<file path="config.mk">
export PLATFORM = sky130hd
export DESIGN_NAME = buck_gate_ctrl
export DESIGN_NICKNAME = d
export VERILOG_FILES = /design/src/rtl/buck_ctrl_pkg.sv /design/src/rtl/pwm_period_counter.sv /design/src/rtl/buck_gate_ctrl.sv
export SDC_FILE = /design/constraint.sdc
export NUM_CORES = 1
export LEC_CHECK = 0
export CAP_MARGIN = 10
export CORE_ASPECT_RATIO = 1.1
export CORE_MARGIN = 2
export CORE_UTILIZATION = 30
export DETAILED_ROUTE_END_ITERATION = 7
export PLACE_DENSITY_LB_ADDON = 0.3
export SLEW_MARGIN = 20
export SYNTH_ARGS = -nofsm -noshare
export SYNTH_HDL_FRONTEND = slang
export SYNTH_HIERARCHICAL = 1
export SYNTH_SLANG_ARGS = --single-unit
</file>
<file path="constraint.sdc">
create_clock -name clk -period 17.1 [get_ports clk]
set_clock_uncertainty 0.2 [all_clocks]
set_input_delay 2.565 -clock clk [delete_from_list [all_inputs] [get_ports clk]]
set_output_delay 2.565 -clock clk [all_outputs]
set_load 0.02 [all_outputs]
</file>
<file path="src/rtl/buck_ctrl_pkg.sv">
// buck_ctrl_pkg: shared gate-controller state encoding and default widths
package buck_ctrl_pkg;
   localparam int CNT_W_DEF = 16;
   localparam int DT_W_DEF  = 8;
   typedef enum logic [2:0] {IDLE, HS_ON, DEAD_HL, LS_ON, DE_OFF, DEAD_LH} state_t;
endpackage

</file>
<file path="src/rtl/pwm_period_counter.sv">
// pwm_period_counter: period counter with shadowed period/duty/dead-time loaded at cnt==0
module pwm_period_counter
   import buck_ctrl_pkg::*;
#(
   parameter int CNT_W = CNT_W_DEF,
   parameter int DT_W  = DT_W_DEF
) (
   input  logic             clk,
   input  logic             rst,
   input  logic             en,
   input  logic [CNT_W-1:0] period,
   input  logic [CNT_W-1:0] duty,
   input  logic [DT_W-1:0]  dt,
   output logic             cycle_start,
   output logic [CNT_W-1:0] cnt_nxt,
   output logic [CNT_W-1:0] pq_nxt,
   output logic [CNT_W-1:0] dq_nxt,
   output logic [DT_W-1:0]  tq_nxt
);
   logic [CNT_W-1:0] cnt, pq, dq, pq_ld, dq_ld;
   logic [DT_W-1:0]  tq;
   logic             run, wrap, load;
   // The next-cycle view is exported so the FSM can register state aligned with cnt
   always_comb begin
      wrap    = ({1'b0, cnt} + (CNT_W+1)'(1)) >= {1'b0, pq};
      load    = en && (!run || wrap);
      pq_ld   = period < CNT_W'(2) ? CNT_W'(2) : period;
      dq_ld   = duty > pq_ld ? pq_ld : duty;
      cnt_nxt = (!en || load) ? '0 : cnt + CNT_W'(1);
      pq_nxt  = load ? pq_ld : pq;
      dq_nxt  = load ? dq_ld : dq;
      tq_nxt  = load ? dt : tq;
   end
   always_ff @(posedge clk) begin
      if (rst) begin
         cnt         <= '0;
         pq          <= CNT_W'(2);
         dq          <= '0;
         tq          <= '0;
         run         <= 1'b0;
         cycle_start <= 1'b0;
      end else begin
         cnt         <= cnt_nxt;
         pq          <= pq_nxt;
         dq          <= dq_nxt;
         tq          <= tq_nxt;
         run         <= en;
         cycle_start <= load;
      end
   end
endmodule

</file>
<file path="src/rtl/buck_gate_ctrl.sv">
// buck_gate_ctrl: buck high/low-side gate sequencing with dead time and diode emulation
module buck_gate_ctrl
   import buck_ctrl_pkg::*;
#(
   parameter int CNT_W = CNT_W_DEF,
   parameter int DT_W  = DT_W_DEF
) (
   input  logic             clk,
   input  logic             rst,
   input  logic             en,
   input  logic [CNT_W-1:0] period,
   input  logic [CNT_W-1:0] duty,
   input  logic [DT_W-1:0]  dt,
   input  logic             ls_en,
   output logic             hs,
   output logic             ls,
   output logic             cycle_start
);
   state_t           state, state_nxt;
   logic             trip;
   logic [CNT_W-1:0] cnt_nxt, pq_nxt, dq_nxt;
   logic [DT_W-1:0]  tq_nxt;
   logic [CNT_W:0]   c, d, t, p;
   pwm_period_counter #(.CNT_W(CNT_W), .DT_W(DT_W)) u_cnt (
      .clk(clk), .rst(rst), .en(en), .period(period), .duty(duty), .dt(dt),
      .cycle_start(cycle_start), .cnt_nxt(cnt_nxt), .pq_nxt(pq_nxt),
      .dq_nxt(dq_nxt), .tq_nxt(tq_nxt)
   );
   assign trip = state == DE_OFF;
   // State is chosen for the upcoming cnt value so gates change exactly on window edges
   always_comb begin
      c = {1'b0, cnt_nxt};
      d = {1'b0, dq_nxt};
      t = (CNT_W+1)'(tq_nxt);
      p = {1'b0, pq_nxt};
      state_nxt = IDLE;
      if (!en)
         state_nxt = IDLE;
      else if (c < d)
         state_nxt = HS_ON;
      else if (c < d + t)
         state_nxt = DEAD_HL;
      else if (c + t < p)
         state_nxt = ((trip && c != '0) || !ls_en) ? DE_OFF : LS_ON;
      else
         state_nxt = DEAD_LH;
   end
   always_ff @(posedge clk) begin
      if (rst) begin
         state <= IDLE;
         hs    <= 1'b0;
         ls    <= 1'b0;
      end else begin
         state <= state_nxt;
         hs    <= state_nxt == HS_ON;
         ls    <= state_nxt == LS_ON;
      end
   end
endmodule

</file>
# After elaboration in Yosys (flattened, before gate mapping)

Cells that the tools add are included.

Add/subtract/negate cells: 4
Multipliers: 0
Div/mod/pow operators: 0
Order comparisons: 6
Equal/unequal tests: 3
Shifts and indexed selects: 0
Muxes and demuxes: 11
Bitwise operators: 0
Reduce and logical (&&, ||, !) cells: 9

Operator list:

| cell                  | number |
|---|---|
| $mux 16               | 5 |
| $add 16x8->17         | 2 |
| $add 16x1->17 const B | 1 |
| $ge 17x16->1          | 1 |
| $lt 16x17->1          | 1 |
| $lt 17x16->1          | 1 |
| $add 16x1->16 const B | 1 |
| $gt 16x16->1          | 1 |
| $lt 16x16->1          | 1 |
| $lt 16x2->1 const B   | 1 |
| $reduce_bool 16->1    | 1 |
| $mux 3                | 5 |
| $mux 8                | 1 |
| $eq 3x1->1 const B    | 1 |
| $eq 3x2->1 const B    | 1 |
| $eq 3x3->1 const B    | 1 |
| $logic_not 1->1       | 3 |
| $logic_or 1x1->1      | 3 |
| $logic_and 1x1->1     | 2 |

Flip-flop bits (word level): 63
Bits in latches: 0
RAM bits: 0
Memory bits (read-only): 0
Bits of input ports: 44
Output and inout port bits: 3
Word-level logic and storage cells: 42
Memories kept: 0

# Logic depth before layout (Yosys ltp)

Gate-level depths: netlist (run 1).

Depth after elaboration: 15
Gate-level depth with buffers: 31
Depth with buffers taken out: 29

# Modules after synthesis

Netlist (run 1), hierarchy kept.

By module, submodules not included:

| module             | times used | cells an instance | area an instance (um^2) | seq. area each (um^2) |
|---|---|---|---|---|
| pwm_period_counter | 1          | 499               | 3853.7                  | 1161.1 |
| buck_gate_ctrl     | 1          | 314               | 2383.5                  | 100.1 |

# Worst setup path before layout (run 1)

Ideal clock, no wire load.

Kind: input-to-reg
Start: input port period[8]
End: register state[2]
Setup time: 130 ps
Data arrival time: 7217 ps
Required time: 16770 ps
Slack: 9552 ps
Stages on the path: 24
Path buffers: 0
Cells stage by stage: nor4_1 -> a41o_1 -> inv_1 -> ha_1 -> nand3_1 -> o221ai_1 -> a221oi_1 -> a21oi_2 -> mux2i_1 -> o21ai_0 -> ha_1 -> fa_1 -> a211oi_2 -> o21ai_1 -> and3_1 -> nand2_1 -> xnor2_1 -> ha_1 -> and4_1 -> a2111o_1 -> a211oi_2 -> a211oi_2 -> nand3_1 -> a21oi_1

Longest elaborated chain between the ends: 10
Elaborated cells between the ends (all ways): 14
Those cells by class: add/sub: 1; order compare: 5; mux: 8

RTL lines:

| item                   | RTL line                 | text |
|---|---|---|
| start: declaration     | buck_gate_ctrl.sv:11     | `input logic [CNT_W-1:0] period,` |
| $lt 16x2->1            | pwm_period_counter.sv:27 | `pq_ld = period < CNT_W'(2) ? CNT_W'(2) : period;` |
| $mux 16 (*)            | pwm_period_counter.sv:27 |  |
| $gt 16x16->1           | pwm_period_counter.sv:28 | `dq_ld = duty > pq_ld ? pq_ld : duty;` |
| $mux 16 (*)            | pwm_period_counter.sv:28 |  |
| $mux 16 (*)            | pwm_period_counter.sv:31 | `dq_nxt = load ? dq_ld : dq;` |
| named net dq_nxt[0]    | buck_gate_ctrl.sv:21     | `logic [CNT_W-1:0] cnt_nxt, pq_nxt, dq_nxt;` |
| $add 16x8->17          | buck_gate_ctrl.sv:41     | `else if (c < d + t)` |
| $lt 16x17->1           | buck_gate_ctrl.sv:41     |  |
| $mux 3                 | buck_gate_ctrl.sv:41     |  |
| $mux 3 (*)             | buck_gate_ctrl.sv:39     | `else if (c < d)` |
| $mux 3 (*)             | buck_gate_ctrl.sv:37     | `if (!en)` |
| end signal: assignment | buck_gate_ctrl.sv:54     | `state <= state_nxt;` |
| end: declaration       | buck_gate_ctrl.sv:19     | `state_t state, state_nxt;` |

The timed path passes the listed nets; every way through them passes the cells marked *.
A chain may end at the register's enable or synchronous reset.

# Worst setup path after layout (run 1)

Start: input port period[15]
End: register state[2]

The elaborated chain is that of the path after synthesis.

==> Flow_metrics.wiki, run 1 <==
{| class="wikitable"
! Metric !! Value
|-
| Wire length after detailed routing || 18.4 mm
|-
| Die Span Y || 155 um
|-
| Post-synthesis sequential area ratio || 0.202
|-
| Number of post-CTS setup repair buffers || 0
|-
| Run status || complete, no violations
|-
| Syn Nets || 953
|-
| Maxcap violations || 0
|-
| Clock tree from TritonCTS || yes
|-
| Post-synthesis instance total || 813
|-
| Arrival time of the worst setup path || 8790 ps
|-
| Final-report hold violation count || 0
|-
| Cell Area, Placed || 0.00688 sq mm
|-
| Count of vias placed by the detailed router || 5,913
|-
| Maximum fanout along the worst path || 15
|-
| Synth unique cells || 65
|-
| Vias/cell || 5.36
|-
| Final ANT Viol Nets || 0
|-
| Via count of the first global-routing pass || 5,559
|-
| Category of the worst setup path launch point || input port
|-
| Async S/R FF share, synth || 0
|-
| Fin. max-slew vios || 0
|-
| Placed wire-length estimate || 14.5 mm
|-
| Synthesized cell area || 0.00624 sq mm
|-
| DRT Pass-1 Iters || 5
|-
| Post-synthesis cell type with the largest combined area || sky130_fd_sc_hd__dfxtp_1
|-
| Count of synthesis-stage warnings from yosys || 6
|-
| Clock period minus worst slack || 8770 ps
|-
| Achievable clock frequency || 0.114 GHz
|-
| Worst rel slew slack || 0.303
|-
| Ranking of synthesized cells by area || sky130_fd_sc_hd__dfxtp_1 (20%), sky130_fd_sc_hd__ha_1 (19%), sky130_fd_sc_hd__inv_1 (6.6%)
|-
| Final critical-path share of the clock period || 0.513
|-
| Origin of the critical flop-to-flop path || u_cnt/cnt[0]
|-
| Power density cells || 66.1 mW/mm^2
|-
| Post-Synthesis Mean Instance Area || 7.67 sq um
|-
| Wire length of the first global-routing pass || 29.1 mm
|-
| Fraction of final layout cells sized beyond drive strength 1 || 0.0767
|-
| Antenna Diode Count || 0
|-
| Clock Pin Slew Worst Setup and Hold Paths || 60 ps
|-
| Clk_lat worst skew || 350 ps
|-
| Post-layout total power || 473 uW
|-
| Initial antenna violation count || 0
|-
| Maximum ir drop on the vdd rail || 0.0481 mV
|-
| H-tree depth reported by CTS || 3
|-
| Die extent in x || 141 um
|-
| Post-synth top area share || 0.202
|-
| Setup tns final || 0 ps
|-
| Area of the die || 0.0220 sq mm
|-
| Data required time of the critical path || 17,120 ps
|-
| Weighted congestion at the end of routability-driven global placement || 0.907
|-
| Path depth of the worst reg2reg path || 30
|-
| Most used flip-flop cell after synthesis || sky130_fd_sc_hd__dfxtp_1
|-
| Num ports || 47
|-
| Gr ovfl total || 0
|-
| Site Rows || 55
|-
| Class of the most critical hold timing path || reg2reg
|-
| RR Endpoint || state[1]
|-
| PortBufs || 46
|-
| Initial detailed-routing violation count || 309
|-
| Setup slack, reg-to-reg || 9490 ps
|-
| Net total in the final layout || 983
|-
| Number of remaining DRC errors || 0
|-
| CTS resizes || 0
|-
| Leakage || 3.27 nW
|-
| Worst setup path endpoint || state[2]
|-
| Longest Clk Path Bufs || 2
|-
| CP Capture Type || flop
|-
| Clock net sink count || 63
|-
| Number of enable-type register cells in the synthesized netlist || 0
|-
| Flip-flop and latch count after synthesis || 63
|-
| Post-detailed-route wirelength per cell || 16.6 um
|-
| Number of setup violations in the final report || 0
|-
| Core region area || 0.0205 sq mm
|-
| Post-layout instance area || 0.00716 sq mm
|-
| Origin of the worst setup path || period[15]
|-
| Setup Crit Path Kind || in2reg
|-
| RSZ-0062 raised after global routing || no
|-
| Area growth syn-to-layout || 14.7%
|-
| # hold bufs at CTS || 0
|-
| Clock buffers created by TritonCTS || 9
|-
| Starting density of the core || 0.304
|-
| Pin count of the biggest net entering global routing || 57
|-
| Cell chosen for the clock root || sky130_fd_sc_hd__clkbuf_16
|-
| Tightest Pin Transition || 1050 ps
|-
| Total track usage || 0.170
|}
## area by class of cell
type / count / area (sq um)
inverters: 109 / 409
clock buffers: 13 / 260
flip-flops and latches: 63 / 1260
well taps: 256 / 320
fillers: 2183 / 13400
clock inverters: 3 / 17.5
repair buffers: 54 / 520
multi-input cells: 606 / 4370
## placed cells by master (no fill, tap or decap), types with 10 or more instances in the layout
cell type / Yosys / routed
sky130_fd_sc_hd__inv_1: 109 / 109
sky130_fd_sc_hd__ha_1: 94 / 94
sky130_fd_sc_hd__a21oi_1: 65 / 65
sky130_fd_sc_hd__dfxtp_1: 63 / 63
sky130_fd_sc_hd__nand2_1: 60 / 60
sky130_fd_sc_hd__nand3_1: 56 / 56
sky130_fd_sc_hd__nor2_1: 47 / 47
sky130_fd_sc_hd__clkdlybuf4s50_1: 0 / 46
sky130_fd_sc_hd__o21ai_0: 29 / 29
sky130_fd_sc_hd__o211ai_1: 25 / 25
sky130_fd_sc_hd__xnor2_1: 23 / 23
sky130_fd_sc_hd__xor2_1: 18 / 18
sky130_fd_sc_hd__nand4_1: 15 / 15
sky130_fd_sc_hd__mux2i_1: 15 / 15
sky130_fd_sc_hd__a31o_2: 15 / 15
sky130_fd_sc_hd__nor4_1: 12 / 12
sky130_fd_sc_hd__and3_1: 11 / 11
sky130_fd_sc_hd__nor2_2: 10 / 10
## registers in the layout, summed over array words and instances, names as in the netlist
| register | flops |
|---|---|
| u_cnt/cnt | 16 |
| u_cnt/dq | 16 |
| u_cnt/pq | 16 |
| u_cnt/tq | 8 |
| state | 3 |
| hs | 1 |
| ls | 1 |
| u_cnt/cycle_start | 1 |
| u_cnt/run | 1 |
## Yosys cell counts, types with 3 or more instances
library cell	instances
sky130_fd_sc_hd__nor2_1	47
sky130_fd_sc_hd__nor2_2	10
sky130_fd_sc_hd__a211o_1	3
sky130_fd_sc_hd__a211oi_1	6
sky130_fd_sc_hd__o31ai_1	3
sky130_fd_sc_hd__a21oi_1	65
sky130_fd_sc_hd__a31oi_1	7
sky130_fd_sc_hd__nor2b_1	4
sky130_fd_sc_hd__o21a_1	4
sky130_fd_sc_hd__nor3_1	9
sky130_fd_sc_hd__nand4_1	15
sky130_fd_sc_hd__ha_1	94
sky130_fd_sc_hd__buf_4	3
sky130_fd_sc_hd__and4_1	4
sky130_fd_sc_hd__inv_1	109
sky130_fd_sc_hd__a21o_1	8
sky130_fd_sc_hd__o21bai_1	5
sky130_fd_sc_hd__o2111ai_1	3
sky130_fd_sc_hd__o211ai_1	25
sky130_fd_sc_hd__nand3_1	56
sky130_fd_sc_hd__buf_6	6
sky130_fd_sc_hd__a41oi_1	3
sky130_fd_sc_hd__xnor2_1	23
sky130_fd_sc_hd__a31o_2	15
sky130_fd_sc_hd__o21ai_0	29
sky130_fd_sc_hd__clkbuf_1	14
sky130_fd_sc_hd__xor2_1	18
sky130_fd_sc_hd__nand2b_1	4
sky130_fd_sc_hd__buf_2	9
sky130_fd_sc_hd__nand2_1	60
sky130_fd_sc_hd__buf_1	3
sky130_fd_sc_hd__nor4_1	12
sky130_fd_sc_hd__a211oi_2	4
sky130_fd_sc_hd__mux2i_1	15
sky130_fd_sc_hd__and3_1	11
sky130_fd_sc_hd__dfxtp_1	63
sky130_fd_sc_hd__o21ai_1	8
sky130_fd_sc_hd__a21oi_2	3
## cells by family (layout without fill, tap and decap cells)
kind of cell | Yosys count | after routing | share of synthesized area
buffers and inverters | 144 | 179 | 0.0975
XOR/XNOR | 41 | 41 | 0.0576
AO/OA/AOI/OAI | 207 | 207 | 0.222
AND/OR/NAND/NOR | 247 | 247 | 0.201
adder cells (fa/ha/maj) | 96 | 96 | 0.195
flip-flops | 63 | 63 | 0.202
multiplexers | 15 | 15 | 0.0241
## how the worst min path moves through the flow
stage / startpoint / to / depth (start not counted)
finish: u_cnt/dq[1] / u_cnt/dq[1] / 2
global route: u_cnt/tq[1] / u_cnt/tq[1] / 2
CTS: u_cnt/dq[1] / u_cnt/dq[1] / 2
detailed placement: u_cnt/dq[1] / u_cnt/dq[1] / 2
global placement: u_cnt/dq[1] / u_cnt/dq[1] / 2
floorplan: u_cnt/dq[1] / u_cnt/dq[1] / 2
## metal layers
| layer | up-vias | wire [um] | track usage |
|---|---|---|---|
| li1 | 2956 | - | - |
| met1 | 2795 | 8480 | 0.222 |
| met2 | 138 | 8800 | 0.290 |
| met3 | 24 | 741 | 0.0249 |
| met4 | 0 | 347 | 0.0481 |
| met5 | - | 0 | 0 |
## worst max-delay path, cell delays in order
cell	delay [ps]
sky130_fd_sc_hd__clkdlybuf4s50_1	500
sky130_fd_sc_hd__nor4_1	430
sky130_fd_sc_hd__a41o_1	290
sky130_fd_sc_hd__inv_1	60
sky130_fd_sc_hd__ha_1	290
sky130_fd_sc_hd__nand3_1	80
sky130_fd_sc_hd__o221ai_1	180
sky130_fd_sc_hd__a221oi_1	150
sky130_fd_sc_hd__a21oi_2	850
sky130_fd_sc_hd__mux2i_1	310
sky130_fd_sc_hd__o21ai_0	130
sky130_fd_sc_hd__ha_1	240
sky130_fd_sc_hd__fa_1	430
sky130_fd_sc_hd__a211oi_2	260
sky130_fd_sc_hd__o21ai_1	150
sky130_fd_sc_hd__and3_1	220
sky130_fd_sc_hd__nand2_1	80
sky130_fd_sc_hd__xnor2_1	130
sky130_fd_sc_hd__ha_1	280
sky130_fd_sc_hd__and4_1	200
sky130_fd_sc_hd__a2111o_1	390
sky130_fd_sc_hd__a211oi_2	220
sky130_fd_sc_hd__a211oi_2	130
sky130_fd_sc_hd__nand3_1	130
sky130_fd_sc_hd__a21oi_1	50
## through the flow
stage,worst slack (ps),util,hold slack [ps],cells
floorplan,9550,-,253,813
global placement,8140,0.335,261,1088
detailed placement,8080,0.335,266,1088
CTS,8390,0.349,276,1104
global route,7830,0.349,298,1104
finish,8330,0.349,275,1104
## where the power goes
group          leakage (nW)  switching [mW]  internal (mW)  total, mW
Combinational          2.62          0.0820         0.0569      0.139
Clock                 0.136          0.0705          0.106      0.176
Sequential            0.516         0.00338          0.155      0.158
No activity file was read; power rests on OpenSTA's default activity.
==> inputs of run 2 (changes only) <==
==> constraint.sdc (replaced) <==
create_clock -name clk -period 7.24 [get_ports clk]
set_clock_uncertainty 0.2 [all_clocks]
set_input_delay 1.086 -clock clk [delete_from_list [all_inputs] [get_ports clk]]
set_output_delay 1.086 -clock clk [all_outputs]
set_load 0.02 [all_outputs]
==> run 2 against run 1 <==
- sequential power increased by 140%
- hold slack got worse by 1.7 ps
- final cell count increased by 3.4%
- largest power group unchanged
- highest routed layer unchanged
==> Flow_metrics.wiki, run 2 (same netlist as run 1, synthesis figures left out) <==
{| class="wikitable"
! Metric !! Value
|-
| Gr ovfl total || 0
|-
| RSZ-0062 raised after global routing || no
|-
| Tightest Pin Transition || 792 ps
|-
| Run status || complete, no violations
|-
| Post-layout instance area || 0.00751 sq mm
|-
| Cell chosen for the clock root || sky130_fd_sc_hd__clkbuf_16
|-
| Die extent in x || 141 um
|-
| Kind of cell adding the most delay to the critical path || compound AO/OA/AOI/OAI gates
|-
| Wire length of the first global-routing pass || 31.1 mm
|-
| Count of buffer and inverter cells on the critical path || 1
|-
| CP Capture Type || flop
|-
| Maximum fanout along the worst path || 4
|-
| Number of remaining DRC errors || 0
|-
| Class of the most critical hold timing path || reg2reg
|-
| Maxcap violations || 0
|-
| Longest Clk Path Bufs || 2
|-
| Clock buffers created by TritonCTS || 9
|-
| PortBufs || 46
|-
| Clock period minus worst slack || 6700 ps
|-
| Setup Crit Path Kind || in2reg
|-
| CP cell instances || clkdlybuf4s50_1 > nor4_2 > a41oi_1 > ha_1 > nand4_1 > or4_1 > a41oi_1 > o21ai_0 > o2111ai_1 > nand2_1 > ha_1 > a21o_1 > a21oi_1 > o21a_1 > nor2_1 > nor2_1 > xor2_1 > ha_1 > and4_4 > a2111o_1 > a211oi_2 > a211oi_2 > nand3_1 > a21oi_1
|-
| Biggest regs || u_cnt/cnt (16), u_cnt/dq (16), u_cnt/pq (16)
|-
| Clock Pin Slew Worst Setup and Hold Paths || 60 ps
|-
| Cell Area, Placed || 0.00716 sq mm
|-
| Count of vias placed by the detailed router || 5,951
|-
| Routed metal-1 wirelength || 8.93 mm
|-
| Slowest-stage cell, CP || sky130_fd_sc_hd__clkdlybuf4s50_1
|-
| Site Rows || 55
|-
| Initial detailed-routing violation count || 455
|-
| Clk_lat worst skew || 340 ps
|-
| Antenna Diode Count || 0
|-
| Number of setup violations in the final report || 0
|-
| Data required time of the critical path || 7260 ps
|-
| Most used cells in the layout excluding fill and tap cells || sky130_fd_sc_hd__inv_1 (109), sky130_fd_sc_hd__ha_1 (94), sky130_fd_sc_hd__a21oi_1 (65)
|-
| # hold bufs at CTS || 0
|-
| Fillcell total || 2,159
|-
| Routed length on met3 || 753 um
|-
| Clock net sink count || 63
|-
| Total track usage || 0.181
|-
| Placed wire-length estimate || 15.5 mm
|-
| Number of post-CTS setup repair buffers || 0
|-
| Num ports || 47
|-
| Wire length after detailed routing || 19.1 mm
|-
| Vias/cell || 5.22
|-
| Net total in the final layout || 1,020
|-
| Power density cells || 160 mW/mm^2
|-
| Area growth syn-to-layout || 20.4%
|-
| Length of routed met2 wiring || 9.01 mm
|-
| Weighted congestion at the end of routability-driven global placement || 0.893
|-
| Worst rel slew slack || 0.472
|-
| H-tree depth reported by CTS || 3
|-
| Most common cell after layout, fill and taps aside || sky130_fd_sc_hd__inv_1
|-
| Fin. max-slew vios || 0
|-
| Setup tns final || 0 ps
|-
| Via count of the first global-routing pass || 5,887
|-
| Core region area || 0.0205 sq mm
|-
| Arrival time of the worst setup path || 6720 ps
|-
| Initial antenna violation count || 0
|-
| Maximum ir drop on the vdd rail || 0.125 mV
|-
| Fraction of final layout cells sized beyond drive strength 1 || 0.121
|-
| Category of the worst setup path launch point || input port
|-
| Critical Path Max Stage Delay || 530 ps
|-
| Top routing layer in use || met4
|-
| Post-detailed-route wirelength per cell || 16.8 um
|-
| Starting density of the core || 0.304
|-
| Most repeated library cell on the critical path || sky130_fd_sc_hd__ha_1
|-
| Leakage || 3.48 nW
|-
| Area of the die || 0.0220 sq mm
|-
| Final-report hold violation count || 0
|-
| Utilization after layout || 0.366
|-
| Final critical-path share of the clock period || 0.926
|-
| Pin count of the biggest net entering global routing || 45
|-
| Die Span Y || 155 um
|-
| Clock tree from TritonCTS || yes
|-
| Final ANT Viol Nets || 0
|-
| DRT Pass-1 Iters || 5
|-
| Achievable clock frequency || 0.149 GHz
|}
-- run 2: cell types whose count changed in the layout (fill, tap and decap cells not counted), moves of 2 or more --
| cell | change |
|---|---|
| sky130_fd_sc_hd__buf_4 | +37 |
| sky130_fd_sc_hd__a221oi_2 | +2 |
| sky130_fd_sc_hd__bufinv_16 | +2 |
| sky130_fd_sc_hd__a221oi_1 | -2 |
| sky130_fd_sc_hd__clkbuf_1 | -2 |
-- run 2: power breakdown --
part | switching [mW] | internal, mW
logic | 0.197 | 0.142
clock network | 0.169 | 0.319
registers | 0.00847 | 0.365
total | 0.375 | 0.826
-- run 2: tightest hold or removal path, stage by stage (launching register included) --
cell                      delay (ps)
sky130_fd_sc_hd__dfxtp_1         290
sky130_fd_sc_hd__nand3_1          70
sky130_fd_sc_hd__a21oi_1          60
-- run 2: layout make-up --
cell class	count	area, sq um	share of cell area
multi-input cells	606	4390	0.584
flip-flops and latches	63	1260	0.168
repair buffers	91	798	0.106
inverters	109	409	0.0545
well taps	256	320	0.0427
clock buffers	11	253	0.0337
clock inverters	5	80.1	0.0107
-- run 2: layer usage --
layer,global-route usage,vias to the layer above
met3,0.0255,29
met5,0,-
met2,0.305,127
li1,-,3029
met4,0.0543,0
met1,0.240,2766
-- run 2: repair_timing --
item | in CTS | in global routing
endpoints found under the setup margin | 0 | 4
hold endpoints to repair | 0 | 0
resized for setup | 0 | 3
-- run 2: worst paths after layout --
check               start  slack [ps]           to  cells after the start
max            period[15]         540     state[2]                     24
min           u_cnt/dq[1]         270  u_cnt/dq[1]                      2
max reg2reg  u_cnt/cnt[0]         580     state[1]                     29
min reg2reg   u_cnt/dq[1]         270  u_cnt/dq[1]                      2
-- run 2: stage by stage --
step                      hold slack (ps)  setup WS, ps  std cells  total power [mW]
after global placement                262           178       1125             0.715
after CTS                             275           441       1141              1.21
after detailed placement              268          99.5       1125             0.718
after floorplan                       253          1170        813             0.607
final                                 274           539       1141              1.20
after global routing                  297          3.86       1141              1.27
